--- src/rtl/stream_fifo_rr_arbiter.sv ---
// stream_fifo_rr_arbiter: N_INP valid/ready input streams, each buffered in its
// own FIFO, merged onto one output stream by a round-robin arbiter with lock-in.
// Once a grant is shown with the sink stalled, that grant is held until it is
// accepted, so the output never changes under a pending transfer.
module stream_fifo_rr_arbiter #(
    parameter int N_INP        = 2,
    parameter int DATA_WIDTH   = 32,
    parameter int DEPTH        = 2,
    parameter int FALL_THROUGH = 0,
    localparam int IDX_W       = (N_INP > 1) ? $clog2(N_INP) : 1,
    localparam int FILL_W      = $clog2(DEPTH + 1),
    localparam int PTR_W       = (DEPTH > 1) ? $clog2(DEPTH) : 1
) (
    input  logic                        clk_i,
    input  logic                        rst_i,
    input  logic                        flush_i,
    input  logic [N_INP-1:0]            in_valid_i,
    output logic [N_INP-1:0]            in_ready_o,
    input  logic [N_INP*DATA_WIDTH-1:0] in_data_i,
    output logic                        out_valid_o,
    input  logic                        out_ready_i,
    output logic [DATA_WIDTH-1:0]       out_data_o,
    output logic [IDX_W-1:0]            out_idx_o,
    output logic [N_INP*FILL_W-1:0]     fill_o
);

    localparam bit FT = (FALL_THROUGH != 0);

    logic [N_INP-1:0]      cand;
    logic [N_INP-1:0]      push;
    logic [N_INP-1:0]      pop;
    logic [DATA_WIDTH-1:0] head [N_INP];

    logic                  grant_valid;
    logic [IDX_W-1:0]      grant_idx;
    logic                  handshake;

    logic [IDX_W-1:0]      rr_q, rr_d;
    logic                  lock_q, lock_d;
    logic [IDX_W-1:0]      lock_idx_q, lock_idx_d;

    int                    scan_int;
    logic [IDX_W-1:0]      scan_idx;

    assign handshake = grant_valid & out_ready_i;

    // Pointer advance with wrap at DEPTH (DEPTH need not be a power of two).
    function automatic logic [PTR_W-1:0] ptr_inc(input logic [PTR_W-1:0] p);
        return (p == PTR_W'(DEPTH - 1)) ? '0 : p + 1'b1;
    endfunction

    genvar gi;
    generate
        for (gi = 0; gi < N_INP; gi++) begin : g_fifo
            logic [DATA_WIDTH-1:0] mem_q [DEPTH];
            logic [PTR_W-1:0]      rd_ptr_q;
            logic [PTR_W-1:0]      wr_ptr_q;
            logic [FILL_W-1:0]     cnt_q;
            logic                  empty;
            logic                  full;
            logic                  bypass;

            assign empty          = (cnt_q == '0);
            assign full           = (cnt_q == FILL_W'(DEPTH));
            assign in_ready_o[gi] = ~full;
            assign push[gi]       = in_valid_i[gi] & ~full;
            assign pop[gi]        = handshake & (grant_idx == IDX_W'(gi));
            // Push and pop on an empty fall-through FIFO: the word goes
            // straight to the output and is never written to storage.
            assign bypass         = FT & empty & push[gi] & pop[gi];
            assign cand[gi]       = ~empty | (FT & in_valid_i[gi]);
            assign head[gi]       = (FT && empty) ? in_data_i[gi*DATA_WIDTH +: DATA_WIDTH]
                                                  : mem_q[rd_ptr_q];
            assign fill_o[gi*FILL_W +: FILL_W] = cnt_q;

            // FIFO storage, pointers and occupancy; flush empties without touching storage.
            always_ff @(posedge clk_i) begin
                if (rst_i) begin
                    rd_ptr_q <= '0;
                    wr_ptr_q <= '0;
                    cnt_q    <= '0;
                    for (int e = 0; e < DEPTH; e++) begin
                        mem_q[e] <= '0;
                    end
                end else if (flush_i) begin
                    rd_ptr_q <= '0;
                    wr_ptr_q <= '0;
                    cnt_q    <= '0;
                end else if (!bypass) begin
                    if (push[gi]) begin
                        mem_q[wr_ptr_q] <= in_data_i[gi*DATA_WIDTH +: DATA_WIDTH];
                        wr_ptr_q        <= ptr_inc(wr_ptr_q);
                    end
                    if (pop[gi]) begin
                        rd_ptr_q <= ptr_inc(rd_ptr_q);
                    end
                    if (push[gi] && !pop[gi]) begin
                        cnt_q <= cnt_q + 1'b1;
                    end else if (!push[gi] && pop[gi]) begin
                        cnt_q <= cnt_q - 1'b1;
                    end
                end
            end
        end
    endgenerate

    // Grant selection: held index while locked, otherwise first candidate after rr_q.
    always_comb begin
        grant_valid = |cand;
        grant_idx   = '0;
        scan_int    = 0;
        scan_idx    = '0;
        if (lock_q) begin
            grant_idx = lock_idx_q;
        end else begin
            // Scan from farthest to nearest so the nearest candidate wins.
            for (int k = N_INP - 1; k >= 0; k--) begin
                scan_int = int'(rr_q) + 1 + k;
                if (scan_int >= N_INP) begin
                    scan_int = scan_int - N_INP;
                end
                scan_idx = IDX_W'(scan_int);
                if (cand[scan_idx]) begin
                    grant_idx = scan_idx;
                end
            end
        end
    end

    // Output stream: zeroed whenever nothing is valid.
    always_comb begin
        out_valid_o = grant_valid;
        out_idx_o   = grant_valid ? grant_idx : '0;
        out_data_o  = grant_valid ? head[grant_idx] : '0;
    end

    // Next round-robin pointer and lock state.
    always_comb begin
        rr_d       = rr_q;
        lock_d     = lock_q;
        lock_idx_d = lock_idx_q;
        if (handshake) begin
            rr_d   = grant_idx;
            lock_d = 1'b0;
        end else if (grant_valid) begin
            lock_d     = 1'b1;
            lock_idx_d = grant_idx;
        end
        if (flush_i) begin
            rr_d   = rr_q;
            lock_d = 1'b0;
        end
    end

    // Arbiter state registers; after reset input 0 has first priority.
    always_ff @(posedge clk_i) begin
        if (rst_i) begin
            rr_q       <= IDX_W'(N_INP - 1);
            lock_q     <= 1'b0;
            lock_idx_q <= '0;
        end else begin
            rr_q       <= rr_d;
            lock_q     <= lock_d;
            lock_idx_q <= lock_idx_d;
        end
    end

endmodule

--- config.mk ---
export PLATFORM = sky130hd
export DESIGN_NAME = stream_fifo_rr_arbiter
export DESIGN_NICKNAME = d
export VERILOG_FILES = /design/src/rtl/stream_fifo_rr_arbiter.sv
export SDC_FILE = /design/constraint.sdc
export NUM_CORES = 1
export LEC_CHECK = 0
export CORE_UTILIZATION = 30
export CTS_CLUSTER_SIZE = 16
export DETAILED_ROUTE_END_ITERATION = 10
export SLEW_MARGIN = 30
export SYNTH_ARGS = -nofsm -noshare
export SYNTH_HDL_FRONTEND = slang
export SYNTH_SLANG_ARGS = --single-unit
--- constraint.sdc ---
create_clock -name clk_i -period 3.1 [get_ports clk_i]
set_input_delay 0.62 -clock clk_i [delete_from_list [all_inputs] [get_ports clk_i]]
set_output_delay 0.62 -clock clk_i [all_outputs]
set_load 0.005 [all_outputs]
Word level (Yosys, flattened, before mapping)
Memory sizes are Yosys's and may differ from the RTL's. A register that Yosys moved wholly into a read port is not among the register bits.
Index checks and enable logic that the tools add are counted.
Operators by class
  bitwise logic cells: 13
  reductions and logical operators: 19
  equality and inequality tests: 2
  mux-type cells: 44
  $add $sub $neg: 12
  $lt $le $gt $ge: 5
Operators by type and width (number)
  $mux 32: 6
  $reduce_or 32->1: 2
  $mux 1: 34
  $mux 2: 4
  $not 1->1: 7
  $and 1x1->1: 5
  $add 1x1->1 const B: 4
  $add 2x1->2 const B: 2
  $eq 2x2->1 const B: 2
  $ge 2x2->1 const B: 2
  $logic_and 1x1->1: 4
  $logic_not 1->1: 4
  $logic_not 2->1: 2
  $lt 1x2->1 const B: 2
  $reduce_and 2->1: 2
  $reduce_bool 2->1: 2
  $reduce_or 2->1: 2
  $sub 2x1->2 const B: 2
  $add 2x1->3 const B: 1
  $ge 3x2->1 const B: 1
  $reduce_or 3->1: 1
  $add 1x1->2 const B: 1
  $not 1->2: 1
  $sub 1x1->1 const B: 2
Word-level totals
  word-level logic and storage cells: 106
  memory bits (writable): 128
  memories: 2
  input bits: 70
  output and inout port bits: 40
  register bits after elaboration: 11
Memories
  g_fifo[0].mem_q: words 2, width 32, read ports 1, clocked after Yosys merged registers in 1, write ports 2, RTL line 55  | logic [DATA_WIDTH-1:0] mem_q [DEPTH];
  g_fifo[1].mem_q: words 2, width 32, read ports 1, clocked after Yosys merged registers in 1, write ports 2, RTL line 55

Depth between registers and ports, before layout
Gate-level depths: netlist of the first run.
  depth in word-level cells: 15
  mapped depth: 10
  depth with buffers taken out: 7

Worst setup path before layout of the first run
Ideal clock, no wire load.
  path kind: input -> register
  from: input flush_i
  to: memory g_fifo[0].mem_q[1][0] (enable)
  path slack: 1.009 ns
  path buffers: 1
  data arrival time: 1.716 ns
  stages: 4
  required time: 2.725 ns
  setup time: 0.375 ns
  cell sequence: or2_0 -> clkbuf_1 -> nor3_2 -> or2_2
RTL lines
  start: declaration: RTL line 16  | input logic flush_i,
  end: declaration: RTL line 55

Final worst setup path of the first run
  from: register g_fifo[0].cnt_q[1]
  to: output out_data_o[0]
Between the ends
  word-level cells in the longest chain between the ends: 12
  elaborated cells between the ends (all ways): 15
  those cells by class: mux: 11; bitwise: 2; reduce/logical: 2
RTL lines
  start: declaration: RTL line 58  | logic [FILL_W-1:0] cnt_q;
  start signal: assignment: RTL line 98  | cnt_q <= cnt_q + 1'b1;
  start signal: assignment: RTL line 100  | cnt_q <= cnt_q - 1'b1;
  $logic_not 2->1 (*): RTL line 63  | assign empty = (cnt_q == '0);
  $not 1->1 (*): RTL line 71  | assign cand[gi] = ~empty | (FT & in_valid_i[gi]);
  $mux 1 (implied by the code) (2 in series): RTL line 123  | if (cand[scan_idx]) begin
  $mux 1 (2 in series): RTL line 123
  $mux 1: RTL line 113  | if (lock_q) begin
  $not 1->2 (implied by the code): RTL line 134  | out_data_o = grant_valid ? head[grant_idx] : '0;
  $mux 32 (implied by the code) (3 in series): RTL line 134
  $mux 32 (*): RTL line 134
  end: declaration: RTL line 22  | output logic [DATA_WIDTH-1:0] out_data_o,
Mark *: on every way between the ends. The rest lies on a longest branch, timed or not. The select of a mux whose other input is x is not followed.

==> results of run 1 <==
-- power groups by stage --
stage | registers (W) | clock network, W | logic, W
finish | 0.00221 | 0.00217 | 0.000784
global route | 0.00222 | 0.00228 | 0.000847
CTS | 0.00221 | 0.00220 | 0.000777
detailed placement | 0.00225 | 0 | 0.000741
global placement | 0.00225 | 0 | 0.000735
floorplan | 0.00224 | 0 | 0.000333
-- what timing repair did --
action / 4_1_cts / 5_1_grt
pin swaps: 5 / 2
resized for setup: 16 / 10
endpoints found under the setup margin: 29 / 28
setup buffers: 2 / 0
-- logic make-up after synthesis --
kind of cell / after synthesis
and+or+nand+nor: 191
AOI/OAI and AO/OA: 81
DFF: 141
muxes: 32
buffers and inverters: 43
xor gates and xnor gates: 7
adders and majority gates: 2
-- worst max-delay path by stage --
stage               cells after the start  slack, ps                                  end                            start
floorplan                               4       1010  g_fifo[0].mem_q[1][0]$_SDFFCE_PN0P_                          flush_i
global placement                        6        280                       out_data_o[10]  g_fifo[0].cnt_q[1]$_SDFFE_PP0P_
detailed placement                      6        200                       out_data_o[12]  g_fifo[0].cnt_q[1]$_SDFFE_PP0P_
CTS                                     6         10                        out_data_o[0]  g_fifo[0].cnt_q[1]$_SDFFE_PP0P_
global route                            6         20                        out_data_o[0]  g_fifo[0].cnt_q[1]$_SDFFE_PP0P_
finish                                  6        110                        out_data_o[0]  g_fifo[0].cnt_q[1]$_SDFFE_PP0P_
-- metal layers --
layer / GRT usage [%] / vias up / share of wire (%)
li1: - / 2040 / -
met1: 18.2 / 2039 / 42
met2: 26.5 / 123 / 51
met3: 4.65 / 19 / 6.1
met4: 3.98 / 4 / 0.90
met5: 0 / - / 0.18
-- final cells by class --
type | count | share of cell area (%)
Timing Repair Buffer | 132 | 15.6
Clock buffer | 19 | 4.94
Clock inverter | 13 | 2.24
Inverter | 5 | 0.214
Multi-Input combinational cell | 313 | 26.2
Sequential cell | 141 | 46.9
Tap cell | 275 | 3.92
-- metrics by stage --
step                util, %  setup WS [ps]  instances
floorplan                 -           1010        497
global placement       38.0            284        864
detailed placement     38.0            197        864
CTS                    41.4           13.6        898
global route           41.6           21.6        898
finish                 41.6            111        898
-- sequential cells by signal (all words and copies together), names as in the netlist, named ones only --
name / count
lock_q: 1
g_fifo.rd_ptr_q: 2
rr_q: 1
g_fifo.mem_q: 128
lock_idx_q: 1
g_fifo.wr_ptr_q: 2
g_fifo.cnt_q: 4
-- synth_stat cells, drive strengths merged --
| cell type | count | area share (%) |
|---|---|---|
| and2 | 128 | 12 |
| edfxtp | 128 | 59 |
| a211oi | 64 | 7.4 |
| mux2i | 32 | 4.9 |
| nor2b | 32 | 3.1 |
| clkbuf | 25 | 1.5 |
| buf | 13 | 1.4 |
| dfxtp | 13 | 4.0 |
| nor2 | 9 | 0.52 |
| a21oi | 6 | 0.46 |
| nor3 | 6 | 0.77 |
| inv | 5 | 0.29 |
| or2 | 5 | 0.48 |
| xor2 | 5 | 0.68 |
| o21ai | 4 | 0.31 |
| nand2 | 3 | 0.17 |
| nand2b | 3 | 0.29 |
| or3 | 3 | 0.29 |
| ha | 2 | 0.39 |
| o21a | 2 | 0.23 |
| xnor2 | 2 | 0.27 |
| nor4 | 1 | 0.19 |
| o211ai | 1 | 0.12 |
| o21bai | 1 | 0.12 |
| o31ai | 1 | 0.12 |
| o41a | 1 | 0.17 |
| o41ai | 1 | 0.14 |
| or4 | 1 | 0.12 |
-- critical path, stage by stage (launching register included) --
cell and delay, ps:
dfxtp_4 370, o21a_1 220, o21a_4 250, buf_4 170
a211oi_1 350, a211oi_1 100, clkdlybuf4s50_1 490
==> impl_metrics.toml, run 1 <==
[grt]
grt_pass1_wl_um = 24800
grt_max_degree = 37
grt_pass1_vias = 4492
gr-total-overflow = 0
grtUsageTotal_pct = 15.3
antenna_found_initial = 2

[worst_setup_path]
rr_worst_depth = 7
reg2reg_to = "g_fifo[1].cnt_q[1]$_SDFFE_PP0P_"
crit_path_end_kind = "output pin"
path_max_fanout = 8
criticalPathCategory = "reg -> out"
r2r_slack_ps = 1060
worstReg2RegStart = "g_fifo[0].cnt_q[1]$_SDFFE_PP0P_"
crit_path_start_kind = "flip-flop"
worstPathArrival_ps = 2370
worstPathRequired_ps = 2480

[final_layout]
drive_gt1_share_pct = 13.8
mostFrequentLayoutCells = "128 x and2_1, 128 x edfxtp_1, 109 x clkdlybuf4s50_1"
nFillCells = 1953
regArea_um2 = 4110
final_cell_area_um2 = 8770
num-nets-final = 682
n_antenna_cell = 0
syn_to_final_growth_pct = 35.2
multiInputGateArea_um2 = 2300

[timing]
setup_tns_ps = 0
fmax_mhz = 335
post-route-min-period_ps = 2990
setup_violations = 0
finalHoldViolations = 0
worst_slew_pin_slew_ps = 821
slew_viol_final = 0
hold_ws_ps = 479
fin_skew_ps = 7.70
rsz0062_at_grt = "false"
fin_crit_sh_pct = 96.4
relSlewSlack_pct = 44.6

[route]
remaining_drc_errors = 0
drt-initial-drc-count = 159
wire_per_inst_um = 17.8
drt-vias-per-instance = 4.70
dr.pass1.iters = 4
vias = 4225
drtAntennaViolNets = 0
wl_um = 16000

[placed_design]
postPlaceCellArea_um2 = 8010
portBuffers = 109
post-dp-hpwl_um = 11100
routabilityCongestion = 0.839

[clock_tree]
cts_tree = "done"
clock-root-buffer = "clkbuf_16"
hold_buffers = 0
cts_max_level = 4
cts_made_buffers = 17
clockBufferDepth = 2
clk_latency_ps = 420
clkTransAtPathRegs_ps = 60
cts.sinks = 141

[yosys]
ys_ff_latch = 141
synth_top_family_by_area = "simple AND/OR/NAND/NOR gates"
synth_compound_area_share_pct = 9.07
yosys_warnings = 0
syn_area_um2 = 6480
ys_seq_area_share_pct = 63.3
synth.area.mux_share_pct = 4.94
synthAdderAreaFrac_pct = 0.386
synth.avg_cell_area_um2 = 13.0
synth_cell_types = 34
synthXorXnorAreaFrac_pct = 0.945
synth-simple-area-share_pct = 18.3
syn_nets = 569
synth_cells = 497

[worst_hold_path]
min-delay-start = "lock_idx_q$_SDFFE_PP0P_"
hold_class = "reg -> reg"
holdPathStages = 2
hold-path-endpoint = "lock_idx_q$_SDFFE_PP0P_"

[die]
die_w_um = 149
die_area_um2 = 22200
coreArea_um2 = 21100
io_pins = 110
dieHeight_um = 149
rows = 53
initial_core_util_pct = 30.8

[power_and_ir_drop]
peakVddDrop_uv = 402
pwr-share-comb_pct = 15.2
seqPwrFrac_pct = 42.8
cellPowerDensity_nw_per_um2 = 589
power_switching_w = 0.00117
finalPower_w = 0.00516
p_leak_nw = 3.06
p_clk_share_pct = 42.0
swShare_pct = 22.6
p_int_w = 0.00399

[status]
status = "completed"

[job]
drv_cap = 0
Note: power is estimated with default switching activity, not from simulation.
==> run 2: changes to the inputs <==
- CTS_CLUSTER_SIZE: 16 -> 10
==> results of run 2 <==
Final layout, timing and power as in run 1 (identical DEF).
